### config.mk
export PLATFORM = sky130hd
export DESIGN_NAME = kbd_tx
export DESIGN_NICKNAME = d
export VERILOG_FILES = /design/src/rtl/kbd_tx.sv
export SDC_FILE = /design/constraint.sdc
export NUM_CORES = 1
export LEC_CHECK = 0
export ABC_AREA = 1
export CAP_MARGIN = 20
export CORE_MARGIN = 1
export CORE_UTILIZATION = 40
export DETAILED_ROUTE_END_ITERATION = 10
export PLACE_DENSITY = 0.6
export SKIP_LAST_GASP = 1
export SYNTH_ARGS = -nofsm -noshare
export SYNTH_HDL_FRONTEND = slang
export SYNTH_SLANG_ARGS = --single-unit
### constraint.sdc
create_clock -name clock -period 1.41 [get_ports clock]
set_input_delay 0.282 -clock clock [delete_from_list [all_inputs] [get_ports clock]]
set_output_delay 0.282 -clock clock [all_outputs]
set_load 0.02 [all_outputs]
### src/rtl/kbd_tx.sv
// kbd_tx: PS/2 host-to-device command transmitter.
// Clock inhibit, request-to-send, device-clocked 11-bit frame, ACK check.
module kbd_tx #(
   parameter int INHIBIT = 3000,
   parameter int TIMEOUT = 500000
) (
   input  logic       clock,
   input  logic       reset,
   input  logic       ps_clock,
   input  logic       ps_data,
   output logic       ps_clock_oe,
   output logic       ps_data_oe,
   input  logic       start,
   input  logic [7:0] din,
   output logic       busy,
   output logic       done,
   output logic       error
);

   localparam int CW = (INHIBIT > 1) ? $clog2(INHIBIT) : 1;
   localparam int TW = $clog2(TIMEOUT + 2);

   typedef enum logic [2:0] {
      S_IDLE,
      S_INHIBIT,
      S_REQ,
      S_XFER,
      S_ACK,
      S_WAITREL
   } state_t;

   state_t        state;
   logic [9:0]    sh;
   logic [CW-1:0] cnt;
   logic [3:0]    bitcnt;
   logic [TW-1:0] tmo;

   // [0],[1] synchronizer; [2] previous synced value for edge detect
   logic [2:0] clk_sync;
   logic [1:0] dat_sync;

   logic clk_fall;
   logic clk_edge;
   logic waiting;
   logic timed_out;

   always_ff @(posedge clock) begin
      if (reset) begin
         clk_sync <= 3'b111;
         dat_sync <= 2'b11;
      end else begin
         clk_sync <= {clk_sync[1:0], ps_clock};
         dat_sync <= {dat_sync[0], ps_data};
      end
   end

   assign clk_fall  = (clk_sync[2:1] == 2'b10);
   assign clk_edge  = clk_sync[2] ^ clk_sync[1];
   assign waiting   = (state == S_XFER) || (state == S_ACK) ||
                      (state == S_WAITREL);
   assign timed_out = waiting && (tmo > TW'(TIMEOUT));

   always_ff @(posedge clock) begin
      if (reset) begin
         state       <= S_IDLE;
         sh          <= '0;
         cnt         <= '0;
         bitcnt      <= '0;
         tmo         <= '0;
         ps_clock_oe <= 1'b0;
         ps_data_oe  <= 1'b0;
         busy        <= 1'b0;
         done        <= 1'b0;
         error       <= 1'b0;
      end else begin
         done  <= 1'b0;
         error <= 1'b0;
         if (waiting)
            tmo <= clk_edge ? '0 : tmo + 1'b1;
         if (timed_out) begin
            ps_clock_oe <= 1'b0;
            ps_data_oe  <= 1'b0;
            busy        <= 1'b0;
            error       <= 1'b1;
            state       <= S_IDLE;
         end else begin
            case (state)
               S_IDLE: begin
                  if (start && !busy) begin
                     sh          <= {1'b1, ~^din, din};
                     busy        <= 1'b1;
                     ps_clock_oe <= 1'b1;
                     cnt         <= '0;
                     state       <= S_INHIBIT;
                  end
               end
               S_INHIBIT: begin
                  if (cnt == CW'(INHIBIT - 1)) begin
                     ps_data_oe <= 1'b1;
                     state      <= S_REQ;
                  end else begin
                     cnt <= cnt + 1'b1;
                  end
               end
               S_REQ: begin
                  ps_clock_oe <= 1'b0;
                  bitcnt      <= '0;
                  tmo         <= '0;
                  state       <= S_XFER;
               end
               S_XFER: begin
                  // edges 1..10 put din[0..7], parity, stop on the line
                  if (clk_fall) begin
                     ps_data_oe <= ~sh[0];
                     sh         <= {1'b0, sh[9:1]};
                     bitcnt     <= bitcnt + 1'b1;
                     if (bitcnt == 4'd9)
                        state <= S_ACK;
                  end
               end
               S_ACK: begin
                  if (clk_fall) begin
                     if (!dat_sync[1]) begin
                        state <= S_WAITREL;
                     end else begin
                        error <= 1'b1;
                        busy  <= 1'b0;
                        state <= S_IDLE;
                     end
                  end
               end
               S_WAITREL: begin
                  if (clk_sync[1] && dat_sync[1]) begin
                     done  <= 1'b1;
                     busy  <= 1'b0;
                     state <= S_IDLE;
                  end
               end
               default: state <= S_IDLE;
            endcase
         end
      end
   end

endmodule

==> metrics.md <==
| Metric | Value |
|---|---|
| Status | finished, violations left |
| Failing checks | setup timing |
| Logic gate share of total power | 48.3% |
| Clock Path Buffers | 2 |
| CTS Buf Count | 9 |
| Clock skew | 0.00918 ns |
| Switching Share | 39.2% |
| Overall power | 6760 uW |
| P_int | 4110 uW |
| Sequential share of power | 32.0% |
| Final Hold Viols | 0 |
| CP Cell Sequence | inv_2 > ha_4 > inv_2 > nor2_1 > nand2_1 > nor2_1 > a21oi_2 > nand2_4 > clkbuf_16 > nand3b_1 > nand2_1 > nor2_1 |
| Starting Density | 41.8% |
| Largest net degree at the start of global routing | 21 |
| Sw Pwr | 2650 uW |
| Row count | 32 |
| Cell taking the most area after synthesis | dfxtp_1 |
| Final setup margin | -0.120 ns |
| Syn Area/Cell | 6.61 um^2 |
| Die height | 92.6 um |
| Number of synthesized register bits | 58 |
| Most common cell after layout, fill and taps aside | nand2_1 |
| Clk Latency, worst-skew pair | 0.34 ns |
| Setup Crit Path Kind | reg -> reg |
| First-pass GRT wire length | 14.4 mm |
| CTS tree | built |
| Final core occ | 65.8% |
| Grt total ovfl | 0 |
| Vias in the first global route | 3348 |
| Period utilisation layout | 108% |
| Worst hold path class | reg -> reg |
| Share of cells above drive strength 1 | 40.2% |
| # port buffers | 17 |
| Worst EP arrival | 1.76 ns |
| Synth Warn # | 0 |
| Crit path launch type | flip-flop |
| Syn_nets | 515 |
| Seq/Total Area, Yosys | 35.4% |
| Initial antenna violation count | 0 |
| Antenna-violating nets left | 0 |
| DR iter-0 viols | 119 |
| Wire per inst | 13.3 um |
| LEAKAGE | 0.00230 uW |
| Met2 Usage GRT | 36.1% |
| Post-Syn Area | 3280 um^2 |
| Die Area | 8570 um^2 |
| Slew headroom | 78.8% |
| VDD IR-drop max | 1340 uV |
| Drt drc | 0 |
| Gr usage total | 21.0% |
| Met1 usage | 25.7% |
| Hold_buf cts | 0 |
| CP max-delay cell | dfxtp_2 |
| Clock power share | 19.7% |
| Most used cell, CP | nor2_1 |
| P per Cell Area | 1310 nW/um^2 |
| First drt pass iteration count | 4 |
| Final HPWL DP | 5.88 mm |
| Clock root buffer | clkbuf_8 |
| Least-Margin Pin Slew | 0.317 ns |
| Final Setup Violations | 37 |
| Area growth syn-to-layout | 57.4% |
| Vias per cell | 5.03 |
| Core Area | 7850 um^2 |
| Final wirelength | 9.77 mm |
| Area share of the largest cell type after synthesis | 35.4% |
| Worst Path Max Fanout | 6 |
| Required @ worst endpoint | 1.64 ns |
| Die Wd | 92.6 um |
| Clock sink count | 58 |
| Htree depth | 3 |
| CP Buf/Inv Count | 3 |
| Type of element capturing the critical path | flip-flop |
| RePlAce Congestion | 0.854 |
| Max Freq | 654 MHz |
| IO Pins | 18 |
| Most frequent cells in the layout | 118 x nand2_1, 89 x buf_4, 58 x nor2_1 |
| Max stage delay on crit path | 0.33 ns |
| Largest cells by area after synthesis | dfxtp_1 35%, nand2_1 15%, nor2_1 8.2% |
| Yosys cell types | 37 |
| Max Slew Vio Count | 0 |
| Via count | 3682 |
| Antenna Cells | 0 |
| CP top delay family | simple AND/OR/NAND/NOR gates |
| Max Cap Violations | 0 |
| Mapped Cells | 496 |
| Grt met3 use | 5.25% |
| Most used routing layer | met2 |
| Period minus WS final | 1.53 ns |
| Unrepaired setup endpoints after global routing | yes |
| Clk pin slew, worst setup/hold paths | 0.07 ns |
| Post-layout nets | 644 |
cell families (layout without fill, tap and decap cells):
family	after synthesis	in the layout	synth area share [%]
AO/OA/AOI/OAI	67	67	11.2
XOR/XNOR	9	9	2.40
buffers and inverters	66	197	9.08
adder cells (fa/ha/maj)	6	6	2.29
flip-flops	58	58	35.4
AND/OR/NAND/NOR	290	293	39.6
through the flow:
step,cell area [um^2],hold slack [ns],worst slack (ns),cells,TNS [ns]
2_1_floorplan,3290,0.386,-0.00985,496,-0.0939
3_3_place_gp,4130,0.391,-0.328,684,-5.52
3_5_place_dp,4130,0.396,-0.357,684,-6.32
4_1_cts,4550,0.408,-0.0839,709,-0.723
5_1_grt,5160,0.414,-0.214,732,-5.60
6_report,5160,0.400,-0.120,732,-2.34
routing by layer:
| metal | wire length (um) | vias to the layer above | share of wire (%) |
|---|---|---|---|
| met4 | 96 | 0 | 0.98 |
| li1 | - | 1866 | - |
| met2 | 5070 | 84 | 52 |
| met1 | 4260 | 1720 | 44 |
| met3 | 343 | 12 | 3.5 |
| met5 | 0 | - | 0 |
power by group through the flow:
| stage | Sequential (uW) | Clock [uW] | Combinational, uW |
|---|---|---|---|
| after floorplan | 2130 | 0 | 1490 |
| after global placement | 2140 | 0 | 2130 |
| after detailed placement | 2150 | 0 | 2180 |
| after CTS | 2140 | 1360 | 2490 |
| after global routing | 2200 | 1450 | 3530 |
| final | 2160 | 1330 | 3270 |
sequential cells by signal (all words and copies together) (netlist names):
| name | cells |
|---|---|
| done | 1 |
| error | 1 |
| tmo | 19 |
| ps_data_oe | 1 |
| state | 3 |
| dat_sync | 2 |
| ps_clock_oe | 1 |
| busy | 1 |
| sh | 10 |
| clk_sync | 3 |
| cnt | 12 |
| bitcnt | 4 |
worst paths after layout:
path / end / startpoint / cells past startpoint / slack [ns]
worst max-delay path: sh[3] / tmo[0] / 12 / -0.12
worst min-delay path: dat_sync[1] / dat_sync[0] / 1 / 0.40
worst max register to register: sh[3] / tmo[0] / 12 / -0.12
worst min register to register: dat_sync[1] / dat_sync[0] / 1 / 0.40
area by class of cell:
class / count / area, um^2
multi-input cells: 375 / 2330
repair buffers: 128 / 1140
clock inverters: 3 / 15.0
inverters: 52 / 205
fillers: 667 / 2690
clock buffers: 13 / 149
flip-flops and latches: 58 / 1190
repair inverters: 1 / 7.51
well taps: 102 / 128
repair_timing:
item | in CTS | in global routing
gates resized for setup | 59 | 108
cloned | 1 | 7
pin swaps | 14 | 39
setup buffers | 8 | 18
setup endpoints to repair | 51 | 52
synth_stat cells, drive strengths merged:
cell type,instances
a21oi,35
and3,1
and2,2
ha,6
dfxtp,58
nand3,34
xor2,9
o31ai,1
nor3b,1
o21a,1
o21ai,24
o211ai,2
nand2,136
nor4,1
o22ai,1
nand3b,11
or2,6
nor2,75
nor3,13
nand4,10
a211oi,2
buf,11
o21bai,1
clkbuf,3
inv,52
Note: power is estimated with default switching activity, not from simulation.
